==> src/rtl/pll_pkg.sv <==
// +--------------------------------------------------------------------+
// | pll_pkg: state encodings and default timing for the PLL sequencer  |
// | Revision: 1.0                                                      |
// +--------------------------------------------------------------------+
`default_nettype none

package pll_pkg;

  typedef logic [2:0] pll_state_t;

  localparam pll_state_t ST_PLL_RST   = 3'd0;
  localparam pll_state_t ST_WAIT_LOCK = 3'd1;
  localparam pll_state_t ST_QUALIFY   = 3'd2;
  localparam pll_state_t ST_RUN       = 3'd3;
  localparam pll_state_t ST_LOST      = 3'd4;

  localparam int unsigned PLL_RST_CYCLES_DEF      = 16;
  localparam int unsigned LOCK_QUAL_CYCLES_DEF    = 1024;
  localparam int unsigned LOCK_TIMEOUT_CYCLES_DEF = 1200000;
  localparam int unsigned LOSS_CNT_W_DEF          = 8;
  localparam int unsigned SEQ_CNT_W               = 24;

endpackage

`default_nettype wire

==> src/rtl/pll_lock_sequencer_if.sv <==
// +--------------------------------------------------------------------+
// | pll_lock_sequencer_if: PLL control/status bundle of the sequencer  |
// | Revision: 1.0                                                      |
// +--------------------------------------------------------------------+
`default_nettype none

interface pll_lock_sequencer_if #(
  parameter int unsigned LOSS_CNT_W = 8
);

  logic                  lock;
  logic                  pll_resetb;
  logic                  run_resetb;
  logic                  ready;
  logic [2:0]            state_o;
  logic [LOSS_CNT_W-1:0] loss_count;
  logic [LOSS_CNT_W-1:0] timeout_count;

  modport master (
    input  lock,
    output pll_resetb,
    output run_resetb,
    output ready,
    output state_o,
    output loss_count,
    output timeout_count
  );

  modport slave (
    output lock,
    input  pll_resetb,
    input  run_resetb,
    input  ready,
    input  state_o,
    input  loss_count,
    input  timeout_count
  );

endinterface

`default_nettype wire

==> src/rtl/sync_2ff.sv <==
// +--------------------------------------------------------------------+
// | sync_2ff: two-flop synchronizer for a single asynchronous input    |
// | Revision: 1.0                                                      |
// +--------------------------------------------------------------------+
`default_nettype none

module sync_2ff (
  input  wire logic clk,
  input  wire logic resetb,
  input  wire logic d,
  output logic      q
);

  logic r_meta;
  logic r_sync;

  always_ff @(posedge clk or negedge resetb) begin
    if (!resetb) begin
      r_meta <= 1'b0;
      r_sync <= 1'b0;
    end else begin
      r_meta <= d;
      r_sync <= r_meta;
    end
  end

  assign q = r_sync;

endmodule

`default_nettype wire

==> src/rtl/pll_lock_sequencer.sv <==
// +--------------------------------------------------------------------+
// | pll_lock_sequencer: PLL reset/lock qualification and run release   |
// | Revision: 1.0                                                      |
// +--------------------------------------------------------------------+
`default_nettype none

module pll_lock_sequencer
  import pll_pkg::*;
#(
  parameter int unsigned PLL_RST_CYCLES      = PLL_RST_CYCLES_DEF,
  parameter int unsigned LOCK_QUAL_CYCLES    = LOCK_QUAL_CYCLES_DEF,
  parameter int unsigned LOCK_TIMEOUT_CYCLES = LOCK_TIMEOUT_CYCLES_DEF,
  parameter int unsigned LOSS_CNT_W          = LOSS_CNT_W_DEF
) (
  input  wire logic            clk,
  input  wire logic            resetb,
  pll_lock_sequencer_if.master bus
);

  localparam logic [SEQ_CNT_W-1:0]  c_RST_LAST  = SEQ_CNT_W'(PLL_RST_CYCLES - 1);
  localparam logic [SEQ_CNT_W-1:0]  c_QUAL_LAST = SEQ_CNT_W'(LOCK_QUAL_CYCLES - 1);
  localparam logic [SEQ_CNT_W-1:0]  c_TO_LAST   = SEQ_CNT_W'(LOCK_TIMEOUT_CYCLES - 1);
  localparam logic [LOSS_CNT_W-1:0] c_EVT_MAX   = '1;

  logic                  w_lock_s;
  pll_state_t            r_state;
  pll_state_t            w_next;
  logic [SEQ_CNT_W-1:0]  r_cnt;
  logic                  w_cnt_en;
  logic                  w_timeout_evt;
  logic                  w_loss_evt;
  logic                  w_pll_resetb_d;
  logic                  w_run_d;
  logic                  r_pll_resetb;
  logic                  r_run;
  logic [LOSS_CNT_W-1:0] r_loss_count;
  logic [LOSS_CNT_W-1:0] r_timeout_count;

  sync_2ff u_lock_sync (
    .clk    (clk),
    .resetb (resetb),
    .d      (bus.lock),
    .q      (w_lock_s)
  );

  always_ff @(posedge clk or negedge resetb) begin
    if (!resetb) begin
      r_state <= ST_PLL_RST;
    end else begin
      r_state <= w_next;
    end
  end

  // Lock is checked before the timeout so a lock on the terminal cycle wins.
  always_comb begin
    w_next = r_state;
    case (r_state)
      ST_PLL_RST: begin
        if (r_cnt == c_RST_LAST) w_next = ST_WAIT_LOCK;
      end
      ST_WAIT_LOCK: begin
        if (w_lock_s)                w_next = ST_QUALIFY;
        else if (r_cnt == c_TO_LAST) w_next = ST_PLL_RST;
      end
      ST_QUALIFY: begin
        if (!w_lock_s)                 w_next = ST_WAIT_LOCK;
        else if (r_cnt == c_QUAL_LAST) w_next = ST_RUN;
      end
      ST_RUN: begin
        if (!w_lock_s) w_next = ST_LOST;
      end
      ST_LOST: begin
        w_next = ST_PLL_RST;
      end
      default: begin
        w_next = ST_PLL_RST;
      end
    endcase
  end

  // Outputs are decoded from the next state and registered, so they line up
  // with the state register and never glitch.
  always_comb begin
    w_pll_resetb_d = 1'b1;
    w_run_d        = 1'b0;
    w_timeout_evt  = 1'b0;
    w_loss_evt     = 1'b0;
    w_cnt_en       = 1'b0;
    if (w_next == ST_PLL_RST) w_pll_resetb_d = 1'b0;
    if (w_next == ST_RUN)     w_run_d        = 1'b1;
    if ((r_state == ST_WAIT_LOCK) && (w_next == ST_PLL_RST)) w_timeout_evt = 1'b1;
    if ((r_state == ST_RUN) && (w_next == ST_LOST))          w_loss_evt    = 1'b1;
    if ((r_state == ST_PLL_RST) || (r_state == ST_WAIT_LOCK) || (r_state == ST_QUALIFY))
      w_cnt_en = 1'b1;
  end

  // The counter idles in RUN so it cannot wrap during a long lock.
  always_ff @(posedge clk or negedge resetb) begin
    if (!resetb) begin
      r_cnt <= '0;
    end else if (w_next != r_state) begin
      r_cnt <= '0;
    end else if (w_cnt_en) begin
      r_cnt <= r_cnt + SEQ_CNT_W'(1);
    end
  end

  always_ff @(posedge clk or negedge resetb) begin
    if (!resetb) begin
      r_pll_resetb    <= 1'b0;
      r_run           <= 1'b0;
      r_loss_count    <= '0;
      r_timeout_count <= '0;
    end else begin
      r_pll_resetb <= w_pll_resetb_d;
      r_run        <= w_run_d;
      if (w_loss_evt && (r_loss_count != c_EVT_MAX))
        r_loss_count <= r_loss_count + LOSS_CNT_W'(1);
      if (w_timeout_evt && (r_timeout_count != c_EVT_MAX))
        r_timeout_count <= r_timeout_count + LOSS_CNT_W'(1);
    end
  end

  assign bus.pll_resetb    = r_pll_resetb;
  assign bus.run_resetb    = r_run;
  assign bus.ready         = r_run;
  assign bus.state_o       = r_state;
  assign bus.loss_count    = r_loss_count;
  assign bus.timeout_count = r_timeout_count;

endmodule

`default_nettype wire
==> src/flat_wrapper.sv <==
// flat-port wrapper written by rule: the top's interface ports become plain ports
module pll_lock_sequencer_flat import pll_pkg::*;
#(
  parameter int unsigned PLL_RST_CYCLES      = PLL_RST_CYCLES_DEF,
  parameter int unsigned LOCK_QUAL_CYCLES    = LOCK_QUAL_CYCLES_DEF,
  parameter int unsigned LOCK_TIMEOUT_CYCLES = LOCK_TIMEOUT_CYCLES_DEF,
  parameter int unsigned LOSS_CNT_W          = LOSS_CNT_W_DEF
)
  (clk, resetb, bus_lock, bus_pll_resetb, bus_run_resetb, bus_ready, bus_state_o, bus_loss_count, bus_timeout_count);
  pll_lock_sequencer_if #(.LOSS_CNT_W(LOSS_CNT_W)) bus_i ();
  input  wire logic clk;
  input  wire logic resetb;
  input wire logic [$bits(bus_i.lock)-1:0] bus_lock;
  output wire logic [$bits(bus_i.pll_resetb)-1:0] bus_pll_resetb;
  output wire logic [$bits(bus_i.run_resetb)-1:0] bus_run_resetb;
  output wire logic [$bits(bus_i.ready)-1:0] bus_ready;
  output wire logic [$bits(bus_i.state_o)-1:0] bus_state_o;
  output wire logic [$bits(bus_i.loss_count)-1:0] bus_loss_count;
  output wire logic [$bits(bus_i.timeout_count)-1:0] bus_timeout_count;
  assign bus_i.lock = bus_lock;
  assign bus_pll_resetb = bus_i.pll_resetb;
  assign bus_run_resetb = bus_i.run_resetb;
  assign bus_ready = bus_i.ready;
  assign bus_state_o = bus_i.state_o;
  assign bus_loss_count = bus_i.loss_count;
  assign bus_timeout_count = bus_i.timeout_count;
  pll_lock_sequencer #(.PLL_RST_CYCLES(PLL_RST_CYCLES), .LOCK_QUAL_CYCLES(LOCK_QUAL_CYCLES), .LOCK_TIMEOUT_CYCLES(LOCK_TIMEOUT_CYCLES), .LOSS_CNT_W(LOSS_CNT_W)) u_core (.clk(clk), .resetb(resetb), .bus(bus_i));
endmodule
==> config.mk <==
export PLATFORM = sky130hd
export DESIGN_NAME = pll_lock_sequencer_flat
export DESIGN_NICKNAME = d
export VERILOG_FILES = /design/src/rtl/pll_pkg.sv /design/src/rtl/pll_lock_sequencer_if.sv /design/src/rtl/sync_2ff.sv /design/src/rtl/pll_lock_sequencer.sv /design/src/flat_wrapper.sv
export SDC_FILE = /design/constraint.sdc
export NUM_CORES = 1
export LEC_CHECK = 0
export CORE_MARGIN = 1
export CORE_UTILIZATION = 51
export CTS_CLUSTER_DIAMETER = 100
export CTS_CLUSTER_SIZE = 25
export DETAILED_ROUTE_END_ITERATION = 8
export GPL_ROUTABILITY_DRIVEN = 0
export PLACE_DENSITY = 0.82
export SYNTH_ARGS = -nofsm -noshare
export SYNTH_HDL_FRONTEND = slang
export SYNTH_SLANG_ARGS = --single-unit
export TNS_END_PERCENT = 5
==> constraint.sdc <==
create_clock -name clk -period 2.45 [get_ports clk]
set_input_delay 0.735 -clock clk [delete_from_list [all_inputs] [get_ports clk]]
set_output_delay 0.735 -clock clk [all_outputs]
set_load 0.005 [all_outputs]
Word level (Yosys, flattened, before mapping)
Index checks and enable logic that the tools add are counted.

storage, ports and cells
  bits in registers = 47
  input bits = 3
  output and inout bits = 22
  word-level logic and storage cells = 45

operators by class
  add/subtract/negate cells = 3
  equality and inequality tests = 11
  multiplexer cells = 14
  reduce and logical (&&, ||, !) cells = 9

operator list
  operator                                               number
  two-way mux 24 bit                                     2
  adder 24 x 1 -> 24 bit, second input constant          1
  equality test 24 x 10 -> 1 bit, second input constant  1
  equality test 24 x 21 -> 1 bit, second input constant  1
  equality test 24 x 4 -> 1 bit, second input constant   1
  two-way mux 3 bit                                      6
  adder 8 x 1 -> 8 bit, second input constant            2
  inequality test 8 bit, second input constant           2
  case mux 3 bit (4 select lines)                        1
  equality test 3 x 2 -> 1 bit, second input constant    3
  zero test 3 bit                                        2
  two-way mux 1 bit                                      5
  logical AND 1 bit                                      4
  equality test 3 x 1 -> 1 bit, second input constant    1
  equality test 3 bit, second input constant             1
  inequality test 3 bit                                  1
  logical OR 1 bit                                       2
  nonzero test 2 bit                                     1

Logic depth before layout (Yosys ltp)
  depth in word-level cells = 8
  depth in mapped cells = 8
  mapped depth without buffers = 7

Hierarchy
Synthesis repeated with hierarchy kept, for this count alone.

second synthesis, totals
  cells, all modules = 218
  area, all modules = 2422.3 um2

by module, submodules not included
  module              instances  cells an instance  area each (um2)  seq. area each (um2)
  pll_lock_sequencer  1          216                2372.3           1126.1
  sync_2ff            1          2                  50.0             50.0

Worst setup path before layout
Ideal clock, no wire load.

  path type = register to register
  start point = register u_core.r_cnt[0]
  end point = register u_core.r_timeout_count[1] (netlist: u_core.bus.timeout_count[1])
  setup time = 0.127 ns
  data arrival time = 2.131 ns
  required time = 2.323 ns
  path slack = 0.192 ns
  stages on the path, launching flop included = 7
  clock period less this slack = 2.258 ns
  path through = dfrtp_1 -> ha_1 -> and3_1 -> nand4_1 -> o41a_1 -> nor4_4 -> mux2_1

between the ends
  longest elaborated chain between the ends = 8
  elaborated cells between the ends (all ways) = 13

ends and longest elaborated chain
  item                                                                              line                                                source
  start: declaration                                                                pll_lock_sequencer.sv:28                            logic [SEQ_CNT_W-1:0] r_cnt;
  start signal: assignment                                                          pll_lock_sequencer.sv:104                           r_cnt <= r_cnt + SEQ_CNT_W'(1);
  equality test 24 x 10 -> 1 bit or equality test 24 x 21 -> 1 bit (tied branches)  pll_lock_sequencer.sv:67, pll_lock_sequencer.sv:63
  two-way mux 3 bit, on equally long branches                                       pll_lock_sequencer.sv:67, pll_lock_sequencer.sv:63
  two-way mux 3 bit, on equally long branches                                       pll_lock_sequencer.sv:66, pll_lock_sequencer.sv:62
  case mux 3 bit (4 select lines) *                                                 pll_lock_sequencer.sv:57                            case (r_state)
  zero test 3 bit *                                                                 pll_lock_sequencer.sv:91                            if ((r_state == ST_WAIT_LOCK) && (w_next == ST_PLL_RST)) w_timeout_evt = 1'b1;
  logical AND 1 bit *                                                               pll_lock_sequencer.sv:91
  two-way mux 1 bit *                                                               pll_lock_sequencer.sv:91
  logical AND 1 bit *                                                               pll_lock_sequencer.sv:119                           if (w_timeout_evt && (r_timeout_count != c_EVT_MAX))
  end signal: assignment                                                            pll_lock_sequencer.sv:120                           r_timeout_count <= r_timeout_count + LOSS_CNT_W'(1);
  end: declaration                                                                  pll_lock_sequencer.sv:37                            logic [LOSS_CNT_W-1:0] r_timeout_count;

Mark *: on every way between the ends. The rest lies on a longest branch, timed or not.
A chain may end at the register's enable or synchronous reset.

Worst setup path after layout
  start point = register u_core.r_cnt[1]
  end point = register u_core.r_cnt[12]

between the ends
  longest elaborated chain between the ends = 6
  elaborated cells between the ends (all ways) = 14

ends and longest elaborated chain
  item                                                                              line                                                source
  equality test 24 x 10 -> 1 bit or equality test 24 x 21 -> 1 bit (tied branches)  pll_lock_sequencer.sv:67, pll_lock_sequencer.sv:63
  two-way mux 3 bit, on equally long branches                                       pll_lock_sequencer.sv:67, pll_lock_sequencer.sv:63
  two-way mux 3 bit, on equally long branches                                       pll_lock_sequencer.sv:66, pll_lock_sequencer.sv:62
  case mux 3 bit (4 select lines)                                                   pll_lock_sequencer.sv:57
  inequality test 3 bit                                                             pll_lock_sequencer.sv:101                           end else if (w_next != r_state) begin
  two-way mux 24 bit or nonzero test 2 bit (tied branches)                          -

Parallel ways exist; a longest one is shown, timed or not. The select of a mux whose other input is x is not followed.

==> results.cfg <==
[logic_synthesis]
yosysWarnings = 0
synth_xor_area_share_pct = 6.98
syn_nets = 249
synth_async_sr_flop_share_pct = 100
syn_area_per_cell_um2 = 9.81
synth.mux.area_fraction_pct = 2.20
synth_compound_area_share_pct = 12.0
synth_edf_count = 0
yosys.area_share.adder_pct = 1.57
ys_seq_elements = 47
yosysUniqueCellTypes = 40
syn_inst = 243
synth_ff_type = dfrtp_1
synth_top_family_by_area = simple AND/OR/NAND/NOR gates
netlist_area_um2 = 2380
ys_seq_area_share_pct = 49.3
yosys.area_share.simple_pct = 24.1

[sta]
rsz0062_at_grt = false
timing.final.crit_share_pct = 92.9
fin_worst_skew_ps = 6.17
min_period_ps = 2280
fin_setup_tns_ps = 0
fmax_mhz = 439
hold_viol_final = 0
setup_viol = 0
holdWs_ps = 307
tightest_slew_ps = 482
relSlewSlack_pct = 67.7
slew_viol_final = 0

[power_and_ir_drop]
p_sw_uw = 792
intPower_uw = 1680
ir_worst_vdd_mv = 0.395
seqPwrFrac_pct = 40.6
p_sw_share_pct = 32.1
power_frac_clock_pct = 27.2
power_leakage_uw = 0.00129
p_comb_share_pct = 32.3
total_power_uw = 2470
pwr_density_cell_nw_per_um2 = 862

[die]
die_w_um = 70.4
initial_core_util_pct = 54.0
pin_count = 25
coreArea_um2 = 4410
die-area_um2 = 4950
dieHeight_um = 70.4
rows = 24

[global_route]
groute.layer.met1.usage_pct = 29.5
grtUsageTotal_pct = 21.7
grt_pass1_vias = 1800
grtUsageMet2_pct = 34.3
grt_pass1_wl_um = 8480
busiest_layer = met2
grt_util_met3_pct = 4.62
grt_max_degree = 27
grt_antenna_before_repair = 0
overflow = 0

[placed_design]
place_area_um2 = 2720
numPortBuffers = 24
hpwl_um = 3380
dp_cells = 319

[drt]
drt-initial-drc-count = 183
vias_per_cell = 5.87
dr.pass1.iters = 4
antenna_left = 0
post-route-drc-count = 0
vias = 1925
routed_wl_um = 4940
drt-wirelength-per-cell_um = 15.1

[job]
drv_cap = 0

[setup_path]
max_stage_delay_ps = 470
startpoint_type = register
critPathMaxFanout = 26
reg2reg_from = u_core.r_cnt[1]
critPathCaptureType = register
cp.required_ps = 2640
cp.arrival_ps = 2470
crit_type = register to register
crit_slowest_cell = o41a_1
crit_start = u_core.r_cnt[1]
cp_cell_sequence = ha_2 > and3_4 > nand4_1 > o41a_1 > o21ba_2 > buf_12 > o21ai_0 > a21o_1

[clock_tree]
cts.clk_slew.worst_paths_ps = 90
clk_latency_ps = 300
htree_levels = 2
cts_buffer_depth = 2
cts_tree = built
cts_hold_buf = 0
cts_num_sinks = 47
numCtsBuffers = 5
root_buffer = clkbuf_8

[finish]
layout_common_cells = 47 x dfrtp_1, 23 x clkdlybuf4s50_1, 18 x o21ai_0
layout.cells.non_filler = 328
layout.nets = 281
multi_input_area_um2 = 1120
fill_cells = 361
ff_latch_area_um2 = 1180
drive_above_1_share_pct = 9.06
antenna_cells = 0
fin_area_um2 = 2860
areaGrowthSynthToFinish_pct = 20.1
final_common_cell = dfrtp_1

[min_path]
worst_hold_path_type = primary input to async pin

[status]
status = finished clean
state kept, by name, indices dropped and copies added, names as in the netlist:
register	cells
u_core.r_cnt	24
u_core.bus.ready	1
u_core.bus.timeout_count	8
u_core.u_lock_sync.r_meta	1
u_core.u_lock_sync.q	1
u_core.bus.loss_count	8
u_core.bus.pll_resetb	1
u_core.bus.state_o	3
worst max-delay path, delay by kind of cell, from the launching register on:
kind | cells | cell delay (ps)
AOI/OAI and AO/OA | 4 | 1040
and+or+nand+nor | 2 | 350
DFF | 1 | 400
adders and majority gates | 1 | 210
buffers and inverters | 1 | 160
layout make-up:
cell class | count | share of cell area (%)
clock buffers | 6 | 2.53
clock inverters | 2 | 2.10
inverters | 11 | 1.44
multi-input cells | 176 | 39.3
flip-flops and latches | 47 | 41.1
well taps | 52 | 2.27
repair buffers | 34 | 11.3
synthesized netlist by cell type, types with 2 or more instances:
master | n | area share, %
dfrtp_1 | 47 | 49
o21ai_0 | 18 | 3.8
nand2_1 | 17 | 2.7
nand4_1 | 17 | 4.5
nor2_1 | 15 | 2.4
nand3_1 | 13 | 2.7
a21oi_1 | 11 | 2.3
inv_1 | 11 | 1.7
xnor2_1 | 11 | 4.0
a21o_1 | 8 | 2.5
xor2_1 | 8 | 2.9
and3_1 | 7 | 1.8
nor4_1 | 7 | 1.8
nor3_1 | 6 | 1.3
or3_1 | 5 | 1.3
nor3b_1 | 4 | 1.3
and4_1 | 3 | 1.1
buf_2 | 3 | 0.63
buf_4 | 3 | 0.94
ha_1 | 3 | 1.6
mux2i_1 | 3 | 1.3
a22o_1 | 2 | 0.74
and2_1 | 2 | 0.52
clkbuf_1 | 2 | 0.32
nand2b_1 | 2 | 0.52
path summary, 6_finish.rpt:
kind | to | slack, ps | cells after the start
max | u_core.r_cnt[12] | 170 | 8
min | u_core.bus.loss_count[4] | 310 | 1
max reg2reg | u_core.r_cnt[12] | 170 | 8
min reg2reg | u_core.u_lock_sync.q | 360 | 0
max in group asynchronous | u_core.r_cnt[12] | 1600 | 2
min in group clk | u_core.u_lock_sync.q | 360 | 0
power groups by stage:
stage	logic [uW]	clock network [uW]	registers [uW]
final	796	671	1000
after global routing	886	710	1020
after CTS	775	683	1000
after detailed placement	771	0	1010
after global placement	743	0	1010
after floorplan	488	0	990
logic make-up after synthesis:
kind of cell    after synthesis
flops                        47
xor+xnor                     19
compound gates               46
fa+ha+maj                     3
buf+inv                      20
simple gates                103
mux                           5
what timing repair did:
item | in CTS | in global routing
setup endpoints to repair | 0 | 23
setup buffers | 0 | 1
gates resized for setup | 0 | 3
metal layers:
| metal | part of all wire [%] | vias up |
|---|---|---|
| met2 | 49 | 48 |
| met4 | 1.4 | 0 |
| met5 | 0 | - |
| met3 | 3.5 | 5 |
| li1 | - | 941 |
| met1 | 46 | 931 |
through the flow:
stage          util [%]  setup WS, ps
2_1_floorplan         -           192
3_3_place_gp       61.5           140
3_5_place_dp       61.5          73.7
4_1_cts            64.5          70.8
5_1_grt            64.9          22.8
6_report           64.9           173
No activity file was read; power rests on OpenSTA's default activity.
